--- config.mk ---
export PLATFORM = sky130hd
export DESIGN_NAME = pulse_stretcher
export DESIGN_NICKNAME = d
export VERILOG_FILES = /design/src/rtl/pulse_stretcher_pkg.sv /design/src/rtl/load_down_counter.sv /design/src/rtl/pulse_stretcher.sv
export SDC_FILE = /design/constraint.sdc
export NUM_CORES = 1
export LEC_CHECK = 0
export ABC_AREA = 1
export ABC_CLOCK_PERIOD_IN_PS = 2100
export CORE_ASPECT_RATIO = 1.1
export CORE_UTILIZATION = 55
export CTS_CLUSTER_SIZE = 8
export DETAILED_ROUTE_END_ITERATION = 10
export DONT_BUFFER_PORTS = 1
export MAX_ROUTING_LAYER = met4
export PLACE_DENSITY = 0.73
export SYNTH_ARGS = -nofsm -noshare
export SYNTH_HDL_FRONTEND = slang
export SYNTH_SLANG_ARGS = --single-unit
--- constraint.sdc ---
create_clock -name clk -period 2.1 [get_ports clk]
set_input_delay 0.63 -clock clk [delete_from_list [all_inputs] [get_ports clk]]
set_output_delay 0.63 -clock clk [all_outputs]
set_load 0.01 [all_outputs]
--- src/rtl/pulse_stretcher_pkg.sv ---
// pulse_stretcher_pkg: FSM state encodings shared by the stretcher and its bench
package pulse_stretcher_pkg;
  typedef enum logic [1:0] {
    ST_IDLE    = 2'b00,
    ST_ACTIVE  = 2'b01,
    ST_HOLDOFF = 2'b10
  } state_e;
endpackage

--- src/rtl/load_down_counter.sv ---
// load_down_counter: loadable down-counter that stops at zero and flags a count of one
module load_down_counter #(
  parameter int W = 16
) (
  input  logic         clk,
  input  logic         rst_n,
  input  logic         load,
  input  logic [W-1:0] load_val,
  input  logic         en,
  output logic [W-1:0] count,
  output logic         at_one
);
  logic [W-1:0] count_q;
  // Load takes priority over counting; the count saturates at zero
  always_ff @(posedge clk or negedge rst_n)
    if (!rst_n) count_q <= '0;
    else if (load) count_q <= load_val;
    else if (en && count_q != '0) count_q <= count_q - W'(1);
  assign count  = count_q;
  assign at_one = count_q == W'(1);
endmodule

--- src/rtl/pulse_stretcher.sv ---
// pulse_stretcher: stretches a one-cycle tick into a level of programmable length
module pulse_stretcher
  import pulse_stretcher_pkg::*;
#(
  parameter int CNT_W     = 16,
  parameter int RETRIGGER = 0,
  parameter int HOLDOFF   = 2
) (
  input  logic             clk,
  input  logic             rst_n,
  input  logic             tick,
  input  logic [CNT_W-1:0] len,
  output logic             level,
  output logic             busy,
  output logic             done,
  output logic             dropped
);
  state_e           state_q, state_d;
  logic             p_load, drop_d, level_d, busy_d, done_d;
  logic             level_q, busy_q, done_q, dropped_q;
  logic [CNT_W-1:0] p_count, len_eff;
  logic             p_at_one, h_at_one;
  assign len_eff = (len == '0) ? CNT_W'(1) : len;
  load_down_counter #(.W(CNT_W)) u_pulse_cnt (
    .clk     (clk),
    .rst_n   (rst_n),
    .load    (p_load),
    .load_val(len_eff),
    .en      (state_q == ST_ACTIVE && p_count != '0),
    .count   (p_count),
    .at_one  (p_at_one)
  );
  if (HOLDOFF > 0) begin : g_ho
    localparam int HW = $clog2(HOLDOFF + 1);
    logic [HW-1:0] h_count;
    logic          h_one;
    load_down_counter #(.W(HW)) u_ho_cnt (
      .clk     (clk),
      .rst_n   (rst_n),
      .load    (state_q == ST_ACTIVE && state_d == ST_HOLDOFF),
      .load_val(HW'(HOLDOFF)),
      .en      (state_q == ST_HOLDOFF && h_count != '0),
      .count   (h_count),
      .at_one  (h_one)
    );
    assign h_at_one = h_one;
  end else begin : g_no_ho
    assign h_at_one = 1'b1;
  end
  // Next state, counter reload, drop detection and the registered output values
  always_comb begin
    state_d = state_q;
    p_load  = 1'b0;
    drop_d  = 1'b0;
    unique case (state_q)
      ST_IDLE: begin
        p_load  = tick;
        state_d = tick ? ST_ACTIVE : ST_IDLE;
      end
      ST_ACTIVE: begin
        p_load = tick && RETRIGGER != 0;
        drop_d = tick && RETRIGGER == 0;
        if (!p_load && p_at_one) state_d = (HOLDOFF != 0) ? ST_HOLDOFF : ST_IDLE;
      end
      ST_HOLDOFF: begin
        drop_d  = tick;
        state_d = h_at_one ? ST_IDLE : ST_HOLDOFF;
      end
      default: state_d = ST_IDLE;
    endcase
    level_d = state_d == ST_ACTIVE;
    busy_d  = state_d != ST_IDLE;
    done_d  = state_q == ST_ACTIVE && state_d != ST_ACTIVE;
  end
  // State and output registers; reset cuts everything at once
  always_ff @(posedge clk or negedge rst_n)
    if (!rst_n) begin
      state_q   <= ST_IDLE;
      level_q   <= 1'b0;
      busy_q    <= 1'b0;
      done_q    <= 1'b0;
      dropped_q <= 1'b0;
    end else begin
      state_q   <= state_d;
      level_q   <= level_d;
      busy_q    <= busy_d;
      done_q    <= done_d;
      dropped_q <= drop_d;
    end
  assign level   = level_q;
  assign busy    = busy_q;
  assign done    = done_q;
  assign dropped = dropped_q;
endmodule

==> flow_summary.ini, run 1 <==
[floorplan]
dieArea_um2 = 3180
die_y_um = 59.1
io_pins = 23
num_rows = 20
initial_utilization_pct = 58.6
design.core.area_um2 = 2780
die_x_um = 53.9

[layout]
drive_gt1_share_pct = 7.79
syn_to_final_growth_pct = 6.00
final_cells = 264
insertedDiodeCount = 0
nFillCells = 256
fin_nets = 260

[synthesis]
netlist_area_um2 = 1630
synth-edff-count = 0
yosysWarningCount = 0
synth_seq_cells = 24
synth_seq_area_share_pct = 36.9
ys.flop_type = dfrtp_1
avgSynthCellArea_um2 = 7.11
synth_common_cells = 58 x nand2_1, 38 x nor2_1, 27 x inv_1
synth-async-reset-ratio_pct = 100
syn-num-nets = 257
netlist_instances = 229
synth_most_common_cell = nand2_1
synth_top_area_share_pct = 36.9
netlist_top_cells_area = dfrtp_1 37%, nand2_1 13%, nor2_1 8.8%
synth_cell_types = 27
synth_area_leader_cell = dfrtp_1

[sta]
drv_slew = 0
rsz0062_at_grt = no
finalClockSkew_ps = 17.1
worst_pin_slew_ps = 447
hold_viol_final = 0
slew_headroom_pct = 70.2
holdWs_ps = 77.3
period_share_pct = 90.9
finalSetupTns_ps = 0
period_needed_ps = 1910
fmax_mhz = 524
setup_viol = 0
setup_ws_ps = 192

[clock_tree]
cts_num_sinks = 24
htreeDepth = 1
clkTransAtPathRegs_ps = 150
clk_path_buf_depth = 2
cts_tree = done
clk_latency_ps = 340
numCtsBuffers = 3
cts-root-buf = clkbuf_4

[flow_run]
drv_cap = 0

[min_path]
hp-class = in -> async

[global_route]
grt_max_degree = 25
antenna_found_initial = 0
grt_pass1_wl_um = 6110
grt.overflow.total = 0
track_usage_pct = 27.5
grt_pass1_vias = 1415

[setup_path]
cp_cell_sequence = inv_1, ha_1, nand2_1, nor2_1, nand2_2, nand2_2, nand2_1, o22ai_1, nor2_1
slowest_stage = dfrtp_1
cp-startpoint = u_pulse_cnt.count[0]$_DFFE_PN0P_
worst_ep_required_time_ps = 2320
worst-path-max-fanout = 11
crit_cells = 9
critPathKind = reg -> reg
cp-start-kind = register
arrival_ps = 2130
cp-end-kind = register
r2r_start = u_pulse_cnt.count[0]$_DFFE_PN0P_
worstRegToRegCells = 9
path_buf_inv = 1
cpPeakStageDelay_ps = 440
cp_top_family = simple AND/OR/NAND/NOR gates

[detailed_routing]
wire_per_inst_um = 13.5
drc_errors = 0
drt_wl_total_um = 3560
first_iter_violations = 51
firstDrtPassIters = 4
vias_per_cell = 5.45
drtAntennaViolNets = 0
via_count = 1440

[power_and_ir_drop]
max-vdd-ir-drop_v = 0.000749
p_per_area_nw_per_um2 = 1360
power_mw = 2.35
p_leak_nw = 0.868

[placed_design]
gp_congestion = 0.891
io_buffers = 0
dpl.cell_count = 259
dp_slack_ps = 243
hpwl_um = 2600

[run_status]
outcome = finished, final reports clean
==> worst register-to-register path: stages, from the launching register on <==
cell and delay (ps):
dfrtp_1 440, inv_1 130, ha_1 160, nand2_1 50, nor2_1 120, nand2_2 100
nand2_2 210, nand2_1 330, o22ai_1 220, nor2_1 60
==> state kept, by name, summed over array words and instances (netlist names) <==
| signal | cells |
|---|---|
| busy | 1 |
| done | 1 |
| dropped | 1 |
| g_ho.u_ho_cnt.count | 2 |
| level | 1 |
| state_q | 2 |
| u_pulse_cnt.count | 16 |
==> metal layers <==
| metal | global-route usage, % | up-vias | wire length (um) |
|---|---|---|---|
| met5 | - | - | 0 |
| met4 | 12.0 | 0 | 93 |
| met3 | 4.62 | 9 | 171 |
| met2 | 44.6 | 45 | 1740 |
| met1 | 32.9 | 658 | 1560 |
| li1 | - | 728 | - |
==> cells by family (layout without fill, tap and decap cells) <==
kind of cell	count (synthesis)	after routing	share of synthesized area (%)
simple gates	131	131	34.0
buf+inv	33	35	8.61
flops	24	24	36.9
fa+ha+maj	9	9	6.92
xor+xnor	7	7	3.77
compound gates	24	24	9.15
mux	1	1	0.692
==> metrics by stage <==
stage	utilization (%)	cell area, um2
2_1_floorplan	-	1630
3_3_place_gp	59.5	1650
3_5_place_dp	59.5	1650
4_1_cts	62.1	1730
5_1_grt	62.1	1730
6_report	62.1	1730
==> power breakdown <==
group	switching [mW]	internal, mW
Clock	0.153	0.193
Sequential	0.219	0.666
Combinational	0.708	0.414
Total	1.08	1.27
==> timing repair <==
| action | 4_1_cts | 5_1_grt |
|---|---|---|
| hold buffers | 1 | 0 |
| hold endpoints to repair | 24 | 0 |
| gates resized for setup | 0 | 0 |
| setup buffers | 0 | 0 |
==> placed cells by master (no fill, tap or decap), types with 2 or more instances in the layout <==
cell,netlist,final
nor2_2,4,4
nand2_2,2,2
o211ai_1,3,3
o21ai_1,2,2
nor2_1,38,38
buf_4,2,3
o21ai_0,8,8
nand3_1,25,25
dfrtp_1,24,24
o211ai_2,2,2
xor2_1,4,4
inv_1,27,27
clkbuf_4,0,3
nand2_1,58,58
a21oi_1,5,5
xnor2_1,3,3
a31oi_1,2,2
ha_1,9,9
==> path summary, 6_finish.rpt <==
kind	slack [ps]	to
max in group asynchronous	1860	dropped$_DFF_PN0_
setup reg to reg	190	u_pulse_cnt.count[2]$_DFFE_PN0P_
hold reg to reg	570	u_pulse_cnt.count[12]$_DFFE_PN0P_
hold / removal	80	u_pulse_cnt.count[7]$_DFFE_PN0P_
min in group clk	400	dropped$_DFF_PN0_
setup / recovery	190	u_pulse_cnt.count[2]$_DFFE_PN0P_
==> area by class of cell <==
class | count | area, um2 | share of cell area (%)
Multi-Input combinational cell | 172 | 887 | 51.4
Sequential cell | 24 | 601 | 34.8
Inverter | 27 | 101 | 5.87
Timing Repair Buffer | 4 | 42.5 | 2.47
Tap cell | 33 | 41.3 | 2.39
Clock inverter | 1 | 30.0 | 1.74
Clock buffer | 3 | 22.5 | 1.31
Power figures use the tool's default switching activity.
==> inputs of run 2 (changes only) <==
CTS_CLUSTER_DIAMETER = 60   (was default)
==> results of run 2 <==
The final DEF is identical to that of run 1; final timing and power are the same.
